==> src/rtl/edge_trigger_array_if.sv <==
// Event-line bundle for edge_trigger_array.
// master drives inputs/mode/clr, slave is the trigger block.
interface edge_trigger_array_if #(
  parameter int CH    = 4,
  parameter int CNT_W = 8
);
  logic [CH-1:0]       in;
  logic [2*CH-1:0]     mode;
  logic                clr;
  logic [CH-1:0]       out;
  logic [CH-1:0]       flag;
  logic [CH*CNT_W-1:0] cnt;
  logic                any;

  modport master (
    output in, mode, clr,
    input  out, flag, cnt, any
  );

  modport slave (
    input  in, mode, clr,
    output out, flag, cnt, any
  );
endinterface

==> src/rtl/edge_trigger_array.sv <==
// Multi-channel filtered edge trigger with pulse,
// sticky flag and saturating counter per channel.
module edge_trigger_array #(
  parameter int CH    = 4,
  parameter int FILT  = 2,
  parameter int CNT_W = 8
) (
  input logic                 clk,
  input logic                 rst,
  edge_trigger_array_if.slave bus
);

  localparam int FC_W =
    (FILT > 0) ? $clog2(FILT + 1) : 1;
  localparam logic [FC_W-1:0] FC_MAX =
    FC_W'(FILT);
  localparam logic [CNT_W-1:0] CNT_MAX = '1;

  logic [CH-1:0]    s;
  logic [CH-1:0]    f;
  logic [FC_W-1:0]  fc [CH];
  logic [CH-1:0]    acc;
  logic [CH-1:0]    hit;
  logic [CH-1:0]    out_q;
  logic [CH-1:0]    flag_q;
  logic [CNT_W-1:0] cnt_q [CH];

  // Accept when a differing level has persisted long enough;
  // qualify the accepted direction against the channel mode.
  always_comb begin
    acc = '0;
    hit = '0;
    for (int i = 0; i < CH; i++) begin
      acc[i] = (s[i] != f[i]) && (fc[i] == FC_MAX);
      hit[i] = acc[i] &&
        (f[i] ? bus.mode[2*i+1] : bus.mode[2*i]);
    end
  end

  // Input register and stability filter.
  always_ff @(posedge clk) begin
    if (rst) begin
      s <= '0;
      f <= '0;
      for (int i = 0; i < CH; i++)
        fc[i] <= '0;
    end else begin
      s <= bus.in;
      for (int i = 0; i < CH; i++) begin
        if (s[i] == f[i]) begin
          fc[i] <= '0;
        end else if (acc[i]) begin
          f[i]  <= s[i];
          fc[i] <= '0;
        end else begin
          fc[i] <= fc[i] + FC_W'(1);
        end
      end
    end
  end

  // One-cycle event pulse per qualified accept.
  always_ff @(posedge clk) begin
    if (rst)
      out_q <= '0;
    else
      out_q <= hit;
  end

  // Sticky flags and saturating counters; an event
  // coinciding with clr survives as a fresh count of 1.
  always_ff @(posedge clk) begin
    if (rst) begin
      flag_q <= '0;
      for (int i = 0; i < CH; i++)
        cnt_q[i] <= '0;
    end else begin
      for (int i = 0; i < CH; i++) begin
        if (bus.clr) begin
          flag_q[i] <= hit[i];
          cnt_q[i]  <= hit[i] ? CNT_W'(1) : '0;
        end else if (hit[i]) begin
          flag_q[i] <= 1'b1;
          if (cnt_q[i] != CNT_MAX)
            cnt_q[i] <= cnt_q[i] + CNT_W'(1);
        end
      end
    end
  end

  assign bus.out  = out_q;
  assign bus.flag = flag_q;
  assign bus.any  = |out_q;

  for (genvar g = 0; g < CH; g++) begin : g_cnt
    assign bus.cnt[g*CNT_W +: CNT_W] = cnt_q[g];
  end

endmodule

==> src/flat_wrapper.sv <==
// flat-port wrapper written by rule: the top's interface ports become plain ports
module edge_trigger_array_flat 
#(
  parameter int CH    = 4,
  parameter int FILT  = 2,
  parameter int CNT_W = 8
)
  (clk, rst, bus_in, bus_mode, bus_clr, bus_out, bus_flag, bus_cnt, bus_any);
  edge_trigger_array_if #(.CH(CH), .CNT_W(CNT_W)) bus_i ();
  input logic clk;
  input logic rst;
  input wire logic [$bits(bus_i.in)-1:0] bus_in;
  input wire logic [$bits(bus_i.mode)-1:0] bus_mode;
  input wire logic [$bits(bus_i.clr)-1:0] bus_clr;
  output wire logic [$bits(bus_i.out)-1:0] bus_out;
  output wire logic [$bits(bus_i.flag)-1:0] bus_flag;
  output wire logic [$bits(bus_i.cnt)-1:0] bus_cnt;
  output wire logic [$bits(bus_i.any)-1:0] bus_any;
  assign bus_i.in = bus_in;
  assign bus_i.mode = bus_mode;
  assign bus_i.clr = bus_clr;
  assign bus_out = bus_i.out;
  assign bus_flag = bus_i.flag;
  assign bus_cnt = bus_i.cnt;
  assign bus_any = bus_i.any;
  edge_trigger_array #(.CH(CH), .FILT(FILT), .CNT_W(CNT_W)) u_core (.clk(clk), .rst(rst), .bus(bus_i));
endmodule
==> config.mk <==
export PLATFORM = sky130hd
export DESIGN_NAME = edge_trigger_array_flat
export DESIGN_NICKNAME = d
export VERILOG_FILES = /design/src/rtl/edge_trigger_array_if.sv /design/src/rtl/edge_trigger_array.sv /design/src/flat_wrapper.sv
export SDC_FILE = /design/constraint.sdc
export NUM_CORES = 1
export LEC_CHECK = 0
export CORE_ASPECT_RATIO = 0.5
export CORE_MARGIN = 5
export CORE_UTILIZATION = 51
export CTS_CLUSTER_SIZE = 14
export DETAILED_ROUTE_END_ITERATION = 8
export GPL_ROUTABILITY_DRIVEN = 0
export MAX_ROUTING_LAYER = met4
export PLACE_DENSITY = 0.83
export SYNTH_ARGS = -nofsm -noshare
export SYNTH_HDL_FRONTEND = slang
export SYNTH_SLANG_ARGS = --single-unit
==> constraint.sdc <==
create_clock -name clk -period 2.6 [get_ports clk]
set_input_delay 0.39 -clock clk [delete_from_list [all_inputs] [get_ports clk]]
set_output_delay 0.39 -clock clk [all_outputs]
set_load 0.05 [all_outputs]
Word-level counts from Yosys, hierarchy flattened. Memories as Yosys holds them, arrays and structs flattened. Cells that the tools add are included.

Bitwise operators: 24. Add/sub/neg operators: 8. Equal/unequal tests: 16. Mux-type cells: 105. Reduce and logical (&&, ||, !) cells: 17.

Operators with widths (count): 1-bit two-way mux (85); 8-bit two-way mux (8); 8-bit by 1-bit adder with 8-bit output, second input constant (4); 8-bit != test, second input constant (4); 2-bit two-way mux (12); 1-bit bitwise OR (20); 2-bit by 1-bit adder with 2-bit output, second input constant (4); 2-bit == test, second input constant (4); 1-bit logical AND (8); 2-bit AND reduction (4); 2-bit nonzero test (4); 1-bit == test (4); 1-bit != test (4); 1-bit inverter (4); 4-bit OR reduction (1).

Input bits: 15. Memories kept: 2. Bits in writable memories: 40. Logic and storage cells: 182. Bits in registers: 16.

Memory list: u_core.cnt_q (words 4, width 8, read ports 4, clocked after memory_dff 0, wr ports 4, line edge_trigger_array.sv:26) `logic [CNT_W-1:0] cnt_q [CH];`; u_core.fc (words 4, width 2, read ports 4, clocked after memory_dff 0, wr ports 4, line edge_trigger_array.sv:21) `logic [FC_W-1:0] fc [CH];`.

Logic depth before layout (Yosys ltp). Gate-level depths: netlist of the first run. An unclocked memory read counts as a cell.

Depth in word-level cells: 9. Mapped depth: 5.

Worst setup path after synthesis of the first run. Ideal clock, no wire load.

Kind: flip-flop to flip-flop. Start: mem u_core.cnt_q[0][0]. End: mem u_core.cnt_q[0][0], enable pin. Slack: 356 ps. Required time: 2216 ps. Arrival: 1860 ps. Buffers on the path: 0. Period minus slack after synthesis: 2244 ps. Stages on the path, launching flop included: 5. Path through: edfxtp_1 -> ha_1 -> nand3_1 -> nor2_1 -> o21ai_0.

RTL lines (line): start: declaration (edge_trigger_array.sv:26).

==> results of run 1 <==
-- cells by family (layout without fill, tap and decap cells) --
group | after synthesis | count (layout) | synth area share [%]
and+or+nand+nor | 100 | 100 | 20.8
DFF | 56 | 56 | 56.7
AOI/OAI and AO/OA | 45 | 45 | 10.4
xor gates and xnor gates | 16 | 16 | 5.22
buffers and inverters | 11 | 78 | 1.54
adders and majority gates | 8 | 8 | 3.73
muxes | 4 | 4 | 1.49
other | 1 | 8 | 0.140
-- through the flow --
| stage | std cells | utilization, % | worst slack (ps) | total power [mW] |
|---|---|---|---|---|
| 3_5_place_dp | 377 | 67.7 | 148 | 1.31 |
| 2_1_floorplan | 248 | - | 356 | 1.20 |
| 3_3_place_gp | 377 | 67.7 | 298 | 1.30 |
| 6_report | 385 | 69.3 | 347 | 1.75 |
| 4_1_cts | 385 | 69.3 | 334 | 1.76 |
| 5_1_grt | 385 | 69.3 | 149 | 1.83 |
-- worst min-delay path: cells and delay by family (launching register included) --
kind             cells  cell delay, ps
AO/OA/AOI/OAI        1              50
flip-flops           1             320
AND/OR/NAND/NOR      1              50
-- final timing paths --
kind                   endpoint  cells past startpoint
min          u_core.bus.flag[1]                      2
max reg2reg  u_core.cnt_q[2][2]                      4
max          u_core.cnt_q[2][2]                      4
min reg2reg  u_core.bus.flag[1]                      2
-- placed cells by master (no fill, tap or decap), types with 3 or more instances in the layout --
cell type,netlist,final
edfxtp_1,40,40
conb_1,1,8
nand3_1,13,13
nor3_1,8,8
nand4_1,3,3
o21ai_1,4,4
o21bai_1,4,4
clkbuf_8,0,5
xnor2_1,9,9
clkdlybuf4s50_1,0,55
nor2_1,28,28
dfxtp_1,16,16
buf_4,0,6
a21oi_1,10,10
or3_1,11,11
ha_1,8,8
xor2_1,7,7
nand2_1,12,12
nor3b_1,5,5
mux2i_1,4,4
inv_1,9,9
nor2b_1,4,4
o21ai_0,12,12
a211oi_1,8,8
and4b_1,8,8
-- registers in the layout (all words and copies together) (netlist names) --
name             flops
u_core.f             4
u_core.cnt_q        32
u_core.s             4
u_core.bus.out       4
u_core.fc            8
u_core.bus.flag      4
-- final cells by class --
class | count | area, um2 | area share [%]
Clock buffer | 7 | 76.3 | 2.20
Inverter | 9 | 33.8 | 0.974
Timing Repair Buffer | 61 | 596 | 17.2
Clock inverter | 1 | 5.00 | 0.144
Sequential cell | 56 | 1520 | 43.9
Tap cell | 70 | 87.6 | 2.53
Multi-Input combinational cell | 181 | 1150 | 33.1
-- power groups by stage --
stage | clock [mW] | sequential, mW | combinational, mW
after detailed placement | 0 | 1.05 | 0.255
after global routing | 0.513 | 1.04 | 0.273
after CTS | 0.473 | 1.03 | 0.257
after global placement | 0 | 1.05 | 0.251
after floorplan | 0 | 1.14 | 0.0687
final | 0.464 | 1.03 | 0.256
-- routing by layer --
metal,global-route usage [%],part of all wire [%],vias up
met5,-,0,-
li1,-,-,1047
met2,35.0,53,44
met1,20.0,41,1039
met4,6.85,1.3,0
met3,4.12,4.8,8
-- Yosys cell counts (2+ instances only) --
master | count | area [um2]
and4b_1 | 8 | 80.1
inv_1 | 9 | 33.8
clkbuf_1 | 2 | 7.51
dfxtp_1 | 16 | 320
nand4_1 | 3 | 18.8
nand2_1 | 12 | 45.0
edfxtp_1 | 40 | 1200
and4_1 | 2 | 17.5
nand3_1 | 13 | 65.1
o21ai_0 | 12 | 60.1
a21oi_1 | 10 | 50.1
xnor2_1 | 9 | 78.8
a211oi_1 | 8 | 60.1
nor2_1 | 28 | 105
o21ai_1 | 4 | 20.0
nor2b_1 | 4 | 25.0
nor3b_1 | 5 | 37.5
or4_1 | 2 | 15.0
xor2_1 | 7 | 61.3
or3_1 | 11 | 68.8
mux2i_1 | 4 | 40.0
nor3_1 | 8 | 40.0
ha_1 | 8 | 100
o21bai_1 | 4 | 30.0
==> summary.md, run 1 <==
| Metric | Value |
|---|---|
| Status | finished clean |
| Worst R2R Setup Slack | 350 ps |
| Crit-path max cell delay | 840 ps |
| Clock Skew | 7.42 ps |
| Port-buffer cells | 55 |
| Worst Path Required | 2540 ps |
| Worst-Skew Late Latency | 310 ps |
| P&R area growth vs syn | 29.2% |
| Pwr/cell area | 506 mW/mm2 |
| Leakage | 1.21 nW |
| Yosys reg bits | 56 |
| Peak VDD IR | 0.265 mV |
| Post-synth ARST share | 0% |
| Layout filler cell count | 393 |
| # setup viols final | 0 |
| Die height | 61.3 um |
| Unrepaired setup endpoints after global routing | false |
| Highest Clock Rate | 444 MHz |
| Crit path max-delay family | compound AO/OA/AOI/OAI gates |
| Die area | 0.00690 mm2 |
| Worst EP arrival | 2190 ps |
| Post-route cell area | 0.00347 mm2 |
| Number of global-route vias before repair | 2164 |
| Drt drc | 0 |
| Final Hold Viols | 0 |
| Number of buffers created by CTS | 5 |
| Reg power frac | 59.0% |
| EDFF count, synth | 40 |
| Syn Inst Count | 241 |
| Syn_area_per_cell | 11.1 um2 |
| DP Area | 0.00339 mm2 |
| CP Max Fanout | 8 |
| Resized cells post-CTS | 0 |
| CP startpoint kind | flop |
| Synth Flop Type | edfxtp_1 |
| Gr usage total | 18.6% |
| Post-route setup TNS | 0 ps |
| Tightest Hold Check Type | reg -> reg |
| Drt wl/cell | 15.2 um |
| Max clock buf depth | 2 |
| N_diodes | 0 |
| Final #Nets | 337 |
| Critical path endpoint category | flop |
| Pins Over Slew Limit | 0 |
| DR pass1 iterations | 4 |
| Vias/cell | 5.55 |
| Hpwl dp | 4.31 mm |
| Worst slew pin tran | 1060 ps |
| Largest net degree at the start of global routing | 25 |
| Post-layout min period | 2250 ps |
| Internal power | 1.28 mW |
| CP Cell Sequence | ha_1 -> nand3_1 -> nor2_1 -> o21ai_0 |
| Routed Wire Length | 5.84 mm |
| GRT Residual Overflow | 0 |
| Io pins | 56 |
| HP Start | u_core.bus.flag[1] |
| Comb pwr share | 14.6% |
| Hold_ws | 468 ps |
| CTS tree | built |
| Maxcap violations | 0 |
| Critical path's slowest cell | o21ai_0 |
| Post-CTS Setup Repair Bufs | 0 |
| First-pass GRT wire length | 9.67 mm |
| ANT nets after route | 0 |
| Die X | 113 um |
| Path type of the worst setup path | reg -> reg |
| Layout cells sized above 1 | 5.40% |
| Reg clk slew, reported paths | 90 ps |
| Sw Ratio | 27.0% |
| FP Rows | 18 |
| Yosys warns | 0 |
| Worst r2r src | u_core.cnt_q[2][0] |
| Root Buffer | clkbuf_8 |
| Worst Path Buf+Inv | 0 |
| Distinct cells, synth | 36 |
| CTS Sinks | 56 |
| Clk pwr share | 26.5% |
| Hold-fix buffers, CTS | 0 |
| Synthesized cell area | 0.00268 mm2 |
| Starting density of the core | 53.7% |
| Sequential-to-total area share from yosys stat | 56.7% |
| Initial antenna violation count | 0 |
| Core Box Area | 0.00500 mm2 |
| CTS H-Tree Depth | 2 |
| Vias | 2138 |
| Final period util | 86.7% |
| Iteration-0 DRC Markers | 94 |
| Max-slew headroom | 28.6% |
| Psw | 0.473 mW |
| Crit path from | u_core.cnt_q[2][0] |
Power figures use the tool's default switching activity.
==> run 2: changes to the inputs <==
--- a/config.mk
+++ b/config.mk
@@ -13,6 +13,7 @@
 export GPL_ROUTABILITY_DRIVEN = 0
 export MAX_ROUTING_LAYER = met4
 export PLACE_DENSITY = 0.83
+export SKIP_CTS_REPAIR_TIMING = 1
 export SYNTH_ARGS = -nofsm -noshare
 export SYNTH_HDL_FRONTEND = slang
 export SYNTH_SLANG_ARGS = --single-unit
==> results of run 2 <==
The final DEF is identical to that of run 1; final timing and power are the same.
